File: config.mk
export PLATFORM = sky130hd
export DESIGN_NAME = red_pitaya_pwm_ramp
export DESIGN_NICKNAME = d
export VERILOG_FILES = /design/src/rtl/red_pitaya_pwm_ramp.sv
export SDC_FILE = /design/constraint.sdc
export NUM_CORES = 1
export LEC_CHECK = 0
export BUFFER_PORTS_ARGS = -buffer_cell sky130_fd_sc_hd__buf_2
export CAP_MARGIN = 20
export CORE_AREA = 2 2 221 223
export DETAILED_ROUTE_END_ITERATION = 7
export DIE_AREA = 0 0 223 225
export PLACE_DENSITY = 0.67
export SLEW_MARGIN = 20
export SYNTH_ARGS = -nofsm -noshare
export SYNTH_HDL_FRONTEND = slang
export SYNTH_SLANG_ARGS = --single-unit
export TNS_END_PERCENT = 50
File: constraint.sdc
create_clock -name clk_i -period 18 [get_ports clk_i]
set_input_delay 0.9 -clock clk_i [delete_from_list [all_inputs] [get_ports clk_i]]
set_output_delay 0.9 -clock clk_i [all_outputs]
set_load 0.01 [all_outputs]
File: src/rtl/red_pitaya_pwm_ramp.sv
// Four-channel PWM DAC config-word ramp generator with bus-mapped target/step/prescaler registers.
// Define PWM_RAMP_DONE_IRQ_EN to add the done_o pulse when all channels have settled.
module red_pitaya_pwm_ramp #(
    parameter int CCW = 24,
    parameter int PRW = 16
) (
    input  logic           clk_i,
    input  logic           rst_i,
    input  logic [31:0]    sys_addr,
    input  logic [31:0]    sys_wdata,
    input  logic [3:0]     sys_sel,
    input  logic           sys_wen,
    input  logic           sys_ren,
    output logic [31:0]    sys_rdata,
    output logic           sys_err,
    output logic           sys_ack,
    output logic [CCW-1:0] dac_a_o,
    output logic [CCW-1:0] dac_b_o,
    output logic [CCW-1:0] dac_c_o,
    output logic [CCW-1:0] dac_d_o,
`ifdef PWM_RAMP_DONE_IRQ_EN
    output logic [3:0]     busy_o,
    output logic           done_o
`else
    output logic [3:0]     busy_o
`endif
);

    typedef enum logic [2:0] {IDLE, UPD_A, UPD_B, UPD_C, UPD_D} state_t;

    state_t         state;
    logic [CCW-1:0] cur [4];
    logic [CCW-1:0] tgt [4];
    logic [PRW-1:0] stp [4];
    logic [PRW-1:0] presc;
    logic [PRW-1:0] cnt;
    logic           enable;

    logic [19:0]    addr;
    logic [1:0]     idx;
    logic           wr_tgt, wr_stp, wr_cur, wr_presc, wr_ctrl;
    logic [31:0]    rd_val;
    logic           upd;
    logic [1:0]     sel;
    logic [CCW-1:0] nxt;
    logic           unused_bits;

    // One move towards t: a carry/borrow out or crossing t means the step overshoots, so land on t.
    function automatic logic [CCW-1:0] ramp_step(input logic [CCW-1:0] c,
                                                 input logic [CCW-1:0] t,
                                                 input logic [PRW-1:0] s);
        logic [CCW:0] s_x;
        logic [CCW:0] r;
        logic         dn;
        logic         past;
        s_x  = {{(CCW+1-PRW){1'b0}}, s};
        dn   = (c > t);
        r    = dn ? ({1'b0, c} - s_x) : ({1'b0, c} + s_x);
        past = r[CCW] || (dn ? (r[CCW-1:0] <= t) : (r[CCW-1:0] >= t));
        if (s == '0 || c == t || past) return t;
        return r[CCW-1:0];
    endfunction

    assign unused_bits = ^{sys_sel, sys_addr[31:20], sys_wdata[31:CCW]};

    always_comb begin
        addr     = sys_addr[19:0];
        idx      = addr[3:2];
        wr_tgt   = sys_wen && (addr[19:4] == 16'h0000) && (addr[1:0] == 2'b00);
        wr_stp   = sys_wen && (addr[19:4] == 16'h0001) && (addr[1:0] == 2'b00);
        wr_cur   = sys_wen && (addr[19:4] == 16'h0003) && (addr[1:0] == 2'b00);
        wr_presc = sys_wen && (addr == 20'h00020);
        wr_ctrl  = sys_wen && (addr == 20'h00024);
    end

    always_comb begin
        upd = 1'b1;
        sel = 2'd0;
        case (state)
            UPD_A:   sel = 2'd0;
            UPD_B:   sel = 2'd1;
            UPD_C:   sel = 2'd2;
            UPD_D:   sel = 2'd3;
            default: upd = 1'b0;
        endcase
        nxt = ramp_step(cur[sel], tgt[sel], stp[sel]);
    end

    always_comb begin
        rd_val = '0;
        if (addr[1:0] == 2'b00) begin
            case (addr[19:4])
                16'h0000: rd_val = {{(32-CCW){1'b0}}, tgt[idx]};
                16'h0001: rd_val = {{(32-PRW){1'b0}}, stp[idx]};
                16'h0002: begin
                    case (idx)
                        2'd0:    rd_val = {{(32-PRW){1'b0}}, presc};
                        2'd1:    rd_val = {31'd0, enable};
                        2'd2:    rd_val = {28'd0, busy_o};
                        default: rd_val = '0;
                    endcase
                end
                16'h0003: rd_val = {{(32-CCW){1'b0}}, cur[idx]};
                default:  rd_val = '0;
            endcase
        end
    end

    // Register file; a bus write to a current register wins over the ramp unit.
    always_ff @(posedge clk_i or posedge rst_i) begin
        if (rst_i) begin
            for (int i = 0; i < 4; i++) begin
                cur[i] <= '0;
                tgt[i] <= '0;
                stp[i] <= '0;
            end
            presc  <= '0;
            enable <= 1'b0;
        end else begin
            for (int i = 0; i < 4; i++) begin
                if (wr_cur && idx == 2'(i))
                    cur[i] <= sys_wdata[CCW-1:0];
                else if (upd && sel == 2'(i))
                    cur[i] <= nxt;
                if (wr_tgt && idx == 2'(i))
                    tgt[i] <= sys_wdata[CCW-1:0];
                if (wr_stp && idx == 2'(i))
                    stp[i] <= sys_wdata[PRW-1:0];
            end
            if (wr_presc)
                presc <= sys_wdata[PRW-1:0];
            if (wr_ctrl)
                enable <= sys_wdata[0];
        end
    end

    always_ff @(posedge clk_i or posedge rst_i) begin
        if (rst_i) begin
            state <= IDLE;
            cnt   <= '0;
        end else begin
            case (state)
                IDLE: begin
                    if (!enable) begin
                        cnt <= '0;
                    end else if (cnt == presc) begin
                        cnt   <= '0;
                        state <= UPD_A;
                    end else begin
                        cnt <= cnt + 1'b1;
                    end
                end
                UPD_A:   state <= UPD_B;
                UPD_B:   state <= UPD_C;
                UPD_C:   state <= UPD_D;
                default: state <= IDLE;
            endcase
        end
    end

    always_ff @(posedge clk_i or posedge rst_i) begin
        if (rst_i) begin
            sys_ack   <= 1'b0;
            sys_rdata <= '0;
        end else begin
            sys_ack <= sys_wen | sys_ren;
            if (sys_ren)
                sys_rdata <= rd_val;
        end
    end

    assign sys_err = 1'b0;
    assign dac_a_o = cur[0];
    assign dac_b_o = cur[1];
    assign dac_c_o = cur[2];
    assign dac_d_o = cur[3];

    always_comb begin
        for (int i = 0; i < 4; i++)
            busy_o[i] = (cur[i] != tgt[i]);
    end

`ifdef PWM_RAMP_DONE_IRQ_EN
    logic [3:0] busy_q;

    always_ff @(posedge clk_i or posedge rst_i) begin
        if (rst_i)
            busy_q <= '0;
        else
            busy_q <= busy_o;
    end

    assign done_o = (|busy_q) && !(|busy_o);
`endif

endmodule

==> impl_metrics.yaml <==
floorplanning:
  initial_utilization: 0.446
  placeableCoreArea_sq_mm: 0.0475
  num_rows: 80
  fp.dieH_microns: 225
  dieArea_sq_mm: 0.0502
  die_x_microns: 223
  io_pins: 206
setup_path:
  cp_common_cell: "a21oi_1"
  max_stage_delay_ns: 1.02
  cpMaxStageDelayCell: "a2111oi_0"
  ff2ff_path_depth: 36
  path_class: "flop to flop"
  worstSetupStartpointType: "flop"
  cp-end-kind: "flop"
  critPathBufInv: 7
  required_ns: 18.42
  path_max_fanout: 31
  path_depth: 36
  critPathArrivalTime_ns: 12.80
  critPathTopFamily: "compound AO/OA/AOI/OAI gates"
global_route:
  grt_pass1_wl_microns: 124000
  grt_pass1_vias: 18961
  grt_usage: 0.333
  busiest_layer: "met2"
  grtUsageMet1: 0.431
  grt_max_degree: 105
  grt_util_met2: 0.495
  overflow: 0
  antenna_found_initial: 4
  use_met3: 0.105
synth:
  synth.distinct_cells: 77
  syn_avg_cell_area_sq_um: 9.94
  postSynth.asyncResetShare: 1.00
  dominantRegCellSynth: "dfrtp_1"
  ys_seq_area_frac: 0.374
  synth-edff-count: 0
  synth_warnings: 0
  synth_area_sq_mm: 0.0212
  ys_ff_latch: 317
  syn_inst: 2133
placed_design:
  io_buffers: 172
  gp_congestion: 1.01
  dp_hpwl_microns: 58500
  placed_area_sq_mm: 0.0226
timing:
  clock_skew_ns: 0.0251
  min_period_over_period: 0.688
  worst_pin_slew_ns: 1.16
  post-route-min-period_ns: 12.39
  grt_setup_unrepaired: "false"
  fin_tns_setup_ns: 0
  fmax_mhz: 80.7
  setup_viol: 0
  slew_headroom: 0.207
  hold_viol: 0
  finalMaxSlewViolations: 0
drt:
  firstDrtPassIters: 8
  drt_iter0_drc: 2789
  routed-via-count: 19599
  wl_microns: 84700
  detail_route.wl_per_cell_microns: 29.5
  ant_nets: 0
  via_per_inst: 6.83
  drcViolationCount: 0
outcome:
  outcome: "finished clean"
clock_network:
  cts-root-buf: "clkbuf_16"
  cts_tree: "done"
  cts.repair.resized: 0
  clk_pin_slew_ns: 0.06
  insertion_delay_ns: 0.58
  h-tree-depth: 2
  cts_made_buffers: 38
  clockBufferDepth: 3
  post_cts_buffers: 0
  cts_hold_buf: 0
  cts.sinks: 317
flow_run:
  maxCapViolCount: 0
final_layout:
  area_growth_pct: 12.3
  drive_above_1_share: 0.257
  nets: 2373
  fin_area_sq_mm: 0.0238
min_path:
  min_path_type: "primary input to asynchronous set/reset pin"
==> cells in the mapped netlist, types with 5 or more instances <==
library cell	number	area, sq um
nand3_1	39	195
nor2_1	60	225
mux2i_2	17	234
nor4_1	22	138
mux4_2	64	1440
xnor2_1	92	806
a211oi_1	10	75.1
o21ai_1	66	330
a21oi_1	191	956
or3_1	17	106
o211ai_1	5	37.5
inv_1	65	244
buf_4	9	67.6
o32ai_1	9	78.8
ha_1	72	901
a22oi_1	35	263
xor2_1	60	526
mux2i_1	17	170
nand2_1	110	413
mux2_2	179	2020
nand2b_1	9	56.3
o2bb2ai_1	9	78.8
a31oi_1	12	75.1
nand4_1	31	194
nor2b_1	11	68.8
a21o_1	13	97.6
a221o_1	6	60.1
and3_1	80	500
o21ai_0	123	616
nor3_1	13	65.1
or2_2	9	56.3
dfrtp_1	317	7930
nor3b_1	5	37.5
buf_1	21	78.8
clkbuf_1	126	473
o22ai_1	117	732
and2_1	8	50.1
==> logic make-up after synthesis <==
family	count (synthesis)	synth area share
AO/OA/AOI/OAI	644	0.181
XOR/XNOR	153	0.0635
adder cells (fa/ha/maj)	74	0.0439
buffers and inverters	230	0.0439
flip-flops	317	0.374
multiplexers	284	0.188
other	1	0.000177
AND/OR/NAND/NOR	430	0.105
==> metal layers <==
metal	wire length, microns	vias up
met3	10900	304
li1	-	8191
met2	36600	1428
met4	5170	0
met1	32100	9676
met5	0	-
==> cells in the final DEF, fill, tap and decap left out, drive strengths merged, types with 10 or more instances in the layout <==
master and n:
and3 80, o21ai 189, nor2b 11, nand3 39
mux2i 37, o22ai 117, a31oi 12, clkbuf 57
xnor2 92, or3 17, nor2 61, a22oi 36
dfrtp 317, mux4 64, ha 72, inv 65
a211oi 10, a21o 13, nand2 110, xor2 61
mux2 183, nand4 31, a21oi 192, nor4 22
nor3 13, buf 211
==> stage by stage <==
stage	util	instances	hold slack, ns	setup slack [ns]
floorplan	-	2141	0.464	8.33
global placement	0.474	2799	0.496	6.40
detailed placement	0.475	2801	0.497	6.24
finish	0.501	2871	0.407	5.61
CTS	0.500	2868	0.472	6.17
global route	0.501	2871	0.484	5.37
==> final timing paths <==
path	start	slack (ns)	endpoint
worst max-delay path	state[1]	5.61	dac_b_o[13]
worst min-delay path	rst_i	0.41	sys_rdata[20]
worst max register to register	state[1]	5.61	dac_b_o[13]
worst min register to register	cnt[15]	0.51	cnt[15]
max in group asynchronous	rst_i	15.51	state[1]
min in group clk_i	cnt[15]	0.51	cnt[15]
==> state kept, by name (all words and copies together) (netlist names) <==
name       count
dac_c_o       24
dac_d_o       24
state          3
tgt           96
sys_rdata     24
stp           64
sys_ack        1
enable         1
cnt           16
dac_a_o       24
dac_b_o       24
presc         16
==> layout make-up <==
cell class | instances | area, sq um
well taps | 615 | 769
fillers | 4309 | 23700
inverters | 66 | 255
diodes | 1 | 2.50
clock inverters | 10 | 88.8
flip-flops and latches | 317 | 7940
multi-input cells | 1594 | 12500
repair buffers | 211 | 1200
clock buffers | 57 | 1110
Power is not shown: default switching activity piles up to over one toggle a cycle in this logic, so the estimate is an artifact.
